<file path="src/rtl/score_display.sv">
// Hit/miss scoreboard with a multiplexed 4-digit active-low 7-segment display.
// Define SCORE_LZB_EN to blank a tens digit that reads 0.
module score_display #(
  parameter int unsigned REFRESH_DIV = 6250,
  parameter int unsigned MAX_MISSES  = 9
) (
  input  logic       clk,
  input  logic       rst,
  input  logic       frame_strobe,
  input  logic       paddle_hit,
  input  logic       floor_hit,
  input  logic       clear,
  output logic [6:0] seg,
  output logic [3:0] an,
  output logic       game_over
);

  localparam int unsigned PW = (REFRESH_DIV > 1) ? $clog2(REFRESH_DIV) : 1;
  localparam logic [PW-1:0] PrescLast = PW'(REFRESH_DIV - 1);
  localparam logic [6:0] MaxMiss = 7'(MAX_MISSES);
  localparam logic [6:0] SegOff = 7'h7F;
  localparam logic [3:0] AnOff = 4'hF;

  // Scores are packed BCD: [7:4] tens, [3:0] ones.
  logic [7:0]    hits_q, hits_d;
  logic [7:0]    miss_q, miss_d;
  logic          prev_hit_q, prev_hit_d;
  logic          prev_floor_q, prev_floor_d;
  logic          game_over_q, game_over_d;
  logic [PW-1:0] presc_q, presc_d;
  logic [1:0]    idx_q, idx_d;
  logic [6:0]    seg_q, seg_d;
  logic [3:0]    an_q, an_d;

  logic       hit_edge, miss_edge, slot_wrap;
  logic [6:0] miss_bin;
  logic [3:0] digit;

  function automatic logic [7:0] bcd_inc(input logic [7:0] v, input logic saturate);
    logic [7:0] r;
    if (v == 8'h99) begin
      r = saturate ? v : 8'h00;
    end else if (v[3:0] == 4'd9) begin
      r = {v[7:4] + 4'd1, 4'd0};
    end else begin
      r = {v[7:4], v[3:0] + 4'd1};
    end
    return r;
  endfunction

  function automatic logic [6:0] seg_decode(input logic [3:0] d);
    logic [6:0] s;
    unique case (d)
      4'd0:    s = 7'h40;
      4'd1:    s = 7'h79;
      4'd2:    s = 7'h24;
      4'd3:    s = 7'h30;
      4'd4:    s = 7'h19;
      4'd5:    s = 7'h12;
      4'd6:    s = 7'h02;
      4'd7:    s = 7'h78;
      4'd8:    s = 7'h00;
      4'd9:    s = 7'h10;
      default: s = SegOff;
    endcase
    return s;
  endfunction

  assign hit_edge  = frame_strobe & paddle_hit & ~prev_hit_q;
  assign miss_edge = frame_strobe & floor_hit & ~prev_floor_q;
  assign miss_bin  = 7'(miss_q[7:4]) * 7'd10 + 7'(miss_q[3:0]);
  assign slot_wrap = (presc_q == PrescLast);

  // Score keeping: clear wins over a coincident strobe; game over freezes only the counts.
  always_comb begin
    hits_d       = hits_q;
    miss_d       = miss_q;
    prev_hit_d   = prev_hit_q;
    prev_floor_d = prev_floor_q;
    game_over_d  = (miss_bin >= MaxMiss);
    if (clear) begin
      hits_d       = 8'h00;
      miss_d       = 8'h00;
      prev_hit_d   = 1'b0;
      prev_floor_d = 1'b0;
      game_over_d  = 1'b0;
    end else if (frame_strobe) begin
      prev_hit_d   = paddle_hit;
      prev_floor_d = floor_hit;
      if (!game_over_q) begin
        if (hit_edge) begin
          hits_d = bcd_inc(hits_q, 1'b0);
        end
        if (miss_edge) begin
          miss_d = bcd_inc(miss_q, 1'b1);
        end
      end
    end
  end

  always_comb begin
    unique case (idx_q)
      2'd3:    digit = hits_q[7:4];
      2'd2:    digit = hits_q[3:0];
      2'd1:    digit = miss_q[7:4];
      default: digit = miss_q[3:0];
    endcase
  end

  // Display scan: the cycle after the index moves is blanked to avoid ghosting.
  always_comb begin
    presc_d = presc_q + PW'(1);
    idx_d   = idx_q;
    an_d    = ~(4'b0001 << idx_q);
    seg_d   = seg_decode(digit);
`ifdef SCORE_LZB_EN
    if (idx_q[0] && (digit == 4'd0)) begin
      seg_d = SegOff;
    end
`endif
    if (slot_wrap) begin
      presc_d = '0;
      idx_d   = idx_q + 2'd1;
      an_d    = AnOff;
      seg_d   = SegOff;
    end
  end

  always_ff @(posedge clk or posedge rst) begin
    if (rst) begin
      hits_q       <= 8'h00;
      miss_q       <= 8'h00;
      prev_hit_q   <= 1'b0;
      prev_floor_q <= 1'b0;
      game_over_q  <= 1'b0;
      presc_q      <= '0;
      idx_q        <= 2'd0;
      seg_q        <= SegOff;
      an_q         <= AnOff;
    end else begin
      hits_q       <= hits_d;
      miss_q       <= miss_d;
      prev_hit_q   <= prev_hit_d;
      prev_floor_q <= prev_floor_d;
      game_over_q  <= game_over_d;
      presc_q      <= presc_d;
      idx_q        <= idx_d;
      seg_q        <= seg_d;
      an_q         <= an_d;
    end
  end

  assign seg       = seg_q;
  assign an        = an_q;
  assign game_over = game_over_q;

endmodule

</file>
<file path="config.mk">
export PLATFORM = sky130hd
export DESIGN_NAME = score_display
export DESIGN_NICKNAME = d
export VERILOG_FILES = /design/src/rtl/score_display.sv
export SDC_FILE = /design/constraint.sdc
export NUM_CORES = 1
export LEC_CHECK = 0
export ABC_AREA = 1
export CORE_ASPECT_RATIO = 1.4
export CORE_MARGIN = 2
export CORE_UTILIZATION = 30
export CTS_CLUSTER_SIZE = 30
export DETAILED_ROUTE_END_ITERATION = 7
export HOLD_SLACK_MARGIN = 0.02
export SYNTH_ARGS = -nofsm -noshare
export SYNTH_HDL_FRONTEND = slang
export SYNTH_SLANG_ARGS = --single-unit
</file>
<file path="constraint.sdc">
create_clock -name clk -period 3.4 [get_ports clk]
set_input_delay 1.02 -clock clk [delete_from_list [all_inputs] [get_ports clk]]
set_output_delay 1.02 -clock clk [all_outputs]
set_load 0.05 [all_outputs]
</file>
### Word-level counts from Yosys, hierarchy flattened

Memory sizes are Yosys's and may differ from the RTL's.
Cells that the tools add are included.

| storage, ports and cells | value |
|---|---|
| register bits after elaboration | 45 |
| bits in latches | 0 |
| memory bits (writable) | 0 |
| memory bits (read-only) | 112 |
| input port bits | 6 |
| memories | 1 |

| cells by class | value |
|---|---|
| $add $sub $neg | 7 |
| multipliers | 1 |
| div/mod/pow operators | 0 |
| magnitude comparators | 1 |
| equality and inequality tests | 10 |
| shift operators | 1 |
| multiplexer cells | 21 |
| bitwise gates (word level) | 7 |
| reduce and logical (&&, ||, !) cells | 9 |

Memory list:

| name | depth | width | rd ports | clocked after Yosys merged registers in | write ports | RTL line | RTL |
|---|---|---|---|---|---|---|---|
| (no name shown) | 16 | 7 | 1 | 0 | 0 | 53 | `unique case (d)` |

Operators with widths:

| cell | count |
|---|---|
| 2-to-1 mux 8 bit | 12 |
| adder 4 x 1 -> 4 bit, second input constant | 4 |
| == test 8 bit, second input constant | 2 |
| adder 13 x 1 -> 13 bit, second input constant | 1 |
| == test 13 bit, second input constant | 1 |
| 2-to-1 mux 13 bit | 1 |
| case mux 4 bit (3 select lines) | 1 |
| == test 4 bit, second input constant | 2 |
| AND reduction 4 bit | 2 |
| nonzero test 2 bit | 4 |
| adder 7 x 4 -> 7 bit | 1 |
| greater-or-equal comparator 7 x 4 -> 1 bit, second input constant | 1 |
| 2-to-1 mux 7 bit | 1 |
| multiplier 4 x 3 -> 6 bit, second input constant | 1 |
| 2-to-1 mux 1 bit | 5 |
| AND reduction 5 bit | 1 |
| AND 1 bit | 4 |
| == test 2 bit, second input constant | 2 |
| 2-to-1 mux 4 bit | 1 |
| inequality test 2 bit, second input constant | 2 |
| NOT 4 bit | 1 |
| << shifter 1 x 2 -> 4 bit, first input constant | 1 |
| AND reduction 3 bit | 1 |
| nonzero test 3 bit | 1 |
| 3 further kinds | 4 |

### Depth between registers and ports, before layout

| depth | value |
|---|---|
| word-level depth | 7 |
| gate-level depth with buffers | 11 |
| gate-level depth less buffers | 11 |

### Least setup slack after synthesis

OpenSTA, ideal clock, no wires.

| timing path | value |
|---|---|
| path kind | register -> register |
| start point | reg miss_q[5] |
| end point | reg game_over_q (netlist: game_over) |
| setup time | 0.071 ns |
| arrival | 1.987 ns |
| data required time | 3.329 ns |
| slack | 1.342 ns |
| stages on the path, launching flop included | 10 |
| buffers on the path | 0 |
| period minus slack after synthesis | 2.058 ns |
| path through | dfrtp_1 ha_1 ha_1 fa_1 or2_2 nand2_1 nand2_1 nand2_1 nor2_1 nor2_1 |

| on the way | value |
|---|---|
| longest elaborated chain between the ends | 4 |

RTL lines:

| element | RTL line | RTL |
|---|---|---|
| start, declared | 26 | `logic [7:0] miss_q, miss_d;` |
| start signal, assigned | 142 | `miss_q <= miss_d;` |
| multiplier 4 x 3 -> 6 bit | 71 | `assign miss_bin = 7'(miss_q[7:4]) * 7'd10 + 7'(miss_q[3:0]);` |
| adder 7 x 4 -> 7 bit | 71 |  |
| greater-or-equal comparator 7 x 4 -> 1 bit | 80 | `game_over_d = (miss_bin >= MaxMiss);` |
| 2-to-1 mux 1 bit | 81 | `if (clear) begin` |
| named net game_over_d | 29 | `logic game_over_q, game_over_d;` |
| end signal, assigned | 145 | `game_over_q <= game_over_d;` |
| end, declared | 29 |  |

The timed path passes the listed nets, and every way through them passes these cells.
A chain may end at the register's enable or synchronous reset.

### Worst setup path after layout

| timing path | value |
|---|---|
| start point | reg seg_q[4] (netlist: seg[4]) |
| end point | out seg[4] |

RTL lines:

| element | RTL line | RTL |
|---|---|---|
| start, declared | 32 | `logic [6:0] seg_q, seg_d;` |
| start signal, assigned | 138 | `seg_q <= SegOff;` |
| start signal, assigned | 148 | `seg_q <= seg_d;` |
| end, declared | 13 | `output logic [6:0] seg,` |

No word-level cell between the ends.

==> impl_summary.md <==
Power and ir drop
The power share of the sequential group is 0.456. The peak supply drop is just over 200 µV. Summed over all nets, the switching power comes to around 270 µW. The total power per unit cell area is 364 nW/µm². The reported leakage power is 0.00173 µW.

The proportion of power drawn by combinational gates is 0.076. The clock power share is 0.467. Of the total power, the share spent switching nets is 0.223. The internal portion of the total power is around 950 µW.

Clock network
The clock input transition at the sequential cells of the worst setup and hold paths is 0.06 ns. Once the clock tree was built, the resizer swapped 0 gates to a different size. The clock passes through at most 2 buffers. Buffers inserted during clock tree synthesis total 5. TritonCTS built the clock tree.

CTS saw 45 sinks. After clock tree synthesis, the setup repair step added 0 buffers. The number of buffers inserted for hold repair after clock tree synthesis is 0. The root cell of the clock tree is clkbuf_16.

The count of H-tree levels built during CTS is 2. The insertion delay to the later sink of the worst-skew pair is roughly 0.29 ns.

STA
The upper clock frequency limit is 382 MHz. The accumulated negative setup slack is 0 ns. The number of hold violations in the final report was 0. The clock period could shrink to between 2 and 3 ns. The final count of negative-setup-slack endpoints is 0. The final count of pins violating max slew is 0. Setup repair after global routing left no endpoint under its margin. The final worst clock skew is 0.00832 ns. For the pin with the worst max-slew slack, the measured transition is 0.582 ns. In the finished design, the share of the clock period the worst path needs comes to 0.769. The headroom to the max-slew limit is 0.611.

Synth
The average instance in the mapped netlist occupies around 8 µm². In this run the cell area of the synthesized design comes to between 2000 and 3000 µm². The share of flip-flops with an asynchronous set or reset is 1.00. The post-synthesis net count is around 390. In this run, synthesis produced a sequential element count of 45. In the synthesized netlist the dominant register cell turns out to be dfrtp_1.

Sorting the synthesized cells by area gives the leading types as dfrtp_1, nand2_1, ha_1. The share of the synthesized area in the top cell type is 0.297. The Yosys step of the flow raised 0 warnings.

The number of unique standard cell types used by synthesis is 34. Among all cell types in the netlist, the one instantiated most often is nand2_1. In this run, synthesis inferred 0 flip-flops with an integrated enable. In the synthesized netlist, the number of instances is around 350.

By count the netlist is led by nand2_1, inv_1, nand3_1. The share of the Yosys chip area taken by registers is 0.398. dfrtp_1 takes more of the synthesized area than any other cell.

Worst hold path
The worst hold path stage count is 2. The tightest min-delay check is of the flop to flop type.

Layout
For this run, the share of the core covered by cells in the final layout is 0.358. The final layout contains between 400 and 500 nets. The sequential cells in the finished layout cover a total of ~1100 µm². The footprint of the multi-input gates is 1530 µm². After filler insertion, the fill cell instance count of the layout stands at roughly 980.

The relative area change from synthesis to final layout is 17.1%. The repair_antennas step left the layout with diodes totalling 0. Of the cells placed in the final design, the portion with a size suffix greater than 1 is 0.122.

Worst setup path
The endpoint class of the critical path is an output port. The critical register-to-register path startpoint is miss_q[5]$_DFFE_PP0P_. The critical path buffer and inverter count is 1. The cell count of the worst reg-to-reg path is 9. In this run the critical register-to-register path is captured at game_over$_DFF_PP0_. For the worst setup path, the data arrival time is 1.60 ns. In this run the worst setup path terminates at seg[4].

In this run the number of cells on the critical path is 1. The startpoint of the most critical setup path is seg[4]$_DFF_PP1_. The largest individual stage delay along the critical path comes from the cell clkdlybuf4s50_1. The signal on the critical path passes through clkdlybuf4s50_1.

In this run the worst path has a maximum fanout of 1. The kind of cell adding the most delay to the critical path is buffers and inverters. The register-to-register setup slack is 1.17 ns. The delay of the slowest cell on the worst path is slightly below 0.8 ns. The worst setup path is of the flop to output port kind. STA classifies the critical path startpoint as a flop. The critical path required time is around 2.4 ns.

Global route
The first-pass GRT wire length is approximately 9600 µm. The overall routing resource usage is 0.115. The number of antenna violations at the first check in global routing is 0. Entering global routing, the biggest net connects 28 pins. The total global routing overflow is 0. The via count of the first global-routing pass came to 2,248.

Routing
The routed design has 5340 µm of wire. The first detailed-routing pass ran for 4 iterations. Detailed routing inserted a total of approximately 2,200 vias. The detailed router finished its first iteration with between 40 and 50 violations. In the routed design, unresolved DRC markers number 0.

The routed wire length per instance is between 10 and 15 µm. The count of nets left with antenna violations once routing finished came out at 0. The detailed-route vias per instance is approximately 4.6.

Floorplan
The floorplan step defined a die boundary enclosing a little over 10,000 µm². For this configuration, the core starts out at a cell density of 0.306. During I/O placement, the number of pins put on the boundary was 18. The area of the core region is ~9400 µm². The die span in x is 86.5 µm.

After floorplanning, the core was divided into 42 placement rows. The chip height is around 120 µm.

Placement
The last weighted congestion value of the routability-driven placer is about 0.85. The detailed placement HPWL is approximately 4200 µm. Port buffering added 17 buffers.

Status
The flow ran to the end, and the final reports show no timing, DRC or antenna violations.

Flow run
The count of maximum capacitance violations is 0.
[worst min path at each step]
stage	from	endpoint	slack, ns
after global placement	prev_hit_q$_DFFE_PP0P_	prev_hit_q$_DFFE_PP0P_	0.53
after CTS	prev_floor_q$_DFFE_PP0P_	prev_floor_q$_DFFE_PP0P_	0.55
after global routing	presc_q[10]$_DFF_PP0_	presc_q[10]$_DFF_PP0_	0.59
after floorplan	prev_hit_q$_DFFE_PP0P_	prev_hit_q$_DFFE_PP0P_	0.50
final	prev_floor_q$_DFFE_PP0P_	prev_floor_q$_DFFE_PP0P_	0.54
after detailed placement	prev_floor_q$_DFFE_PP0P_	prev_floor_q$_DFFE_PP0P_	0.54
[cell families after synthesis]
logic type,Yosys count,share of synthesized area
and+or+nand+nor,194,0.321
buffers and inverters,49,0.0669
DFF,45,0.398
adders and majority gates,28,0.128
AOI/OAI and AO/OA,24,0.0529
xor gates and xnor gates,11,0.0337
[power by group through the flow]
| stage | clock network (µW) | registers [µW] | logic [µW] |
|---|---|---|---|
| after global placement | 0 | 566 | 93.5 |
| after detailed placement | 0 | 566 | 94.3 |
| after global routing | 605 | 557 | 106 |
| final | 570 | 557 | 93.1 |
| after floorplan | 0 | 581 | 47.9 |
| after CTS | 586 | 557 | 94.9 |
[cell usage in the layout, fill, tap and decap left out, types with 3 or more instances in the layout]
cell type | synthesis | final
a21oi_1 | 4 | 4
clkbuf_16 | 0 | 5
clkdlybuf4s50_1 | 0 | 17
dfrtp_1 | 34 | 34
dfstp_2 | 11 | 11
ha_1 | 26 | 26
inv_1 | 46 | 45
inv_2 | 2 | 3
nand2_1 | 93 | 93
nand2_2 | 3 | 3
nand3_1 | 43 | 43
nand4_1 | 5 | 5
nor2_1 | 28 | 28
nor2_2 | 3 | 3
nor3_1 | 3 | 3
o21ai_0 | 10 | 10
o21bai_1 | 3 | 3
or2_2 | 5 | 5
xnor2_1 | 3 | 3
xor2_1 | 8 | 8
[metrics by stage]
step / setup slack (ns) / instances / cell area, µm² / hold slack, ns / total power (µW)
4_1_cts: 0.766 / 487 / 3350 / 0.551 / 1240
3_5_place_dp: 0.990 / 479 / 3170 / 0.543 / 661
3_3_place_gp: 1.01 / 479 / 3170 / 0.535 / 660
2_1_floorplan: 1.34 / 351 / 2860 / 0.505 / 629
5_1_grt: 0.743 / 487 / 3350 / 0.594 / 1270
6_report: 0.784 / 487 / 3350 / 0.543 / 1220
[tightest hold or removal path, delay by kind of cell, from the launching register on]
| family | cells | cell delay [ns] |
|---|---|---|
| AOI/OAI and AO/OA | 1 | 0.08 |
| buffers and inverters | 1 | 0.06 |
| DFF | 1 | 0.36 |
[sequential cells by signal (all words and copies together), names as in the netlist, 2 cells and up]
register / count
an: 4
idx_q: 2
hits_q: 8
miss_q: 8
seg: 7
presc_q: 13
[per-layer routing]
metal	GRT usage	vias to the layer above	routed length [µm]
met5	0	-	0
met4	0.0615	0	157
met3	0.0213	9	113
met2	0.207	28	2790
met1	0.125	1041	2270
li1	-	1164	-
[area by class of cell]
cell class                      count  share of cell area
Timing Repair Buffer               19              0.0553
Inverter                           48              0.0538
Multi-Input combinational cell    257               0.457
Sequential cell                    45               0.340
Tap cell                          110              0.0411
Clock inverter                      2              0.0112
Clock buffer                        6              0.0415
Power figures use the tool's default switching activity.
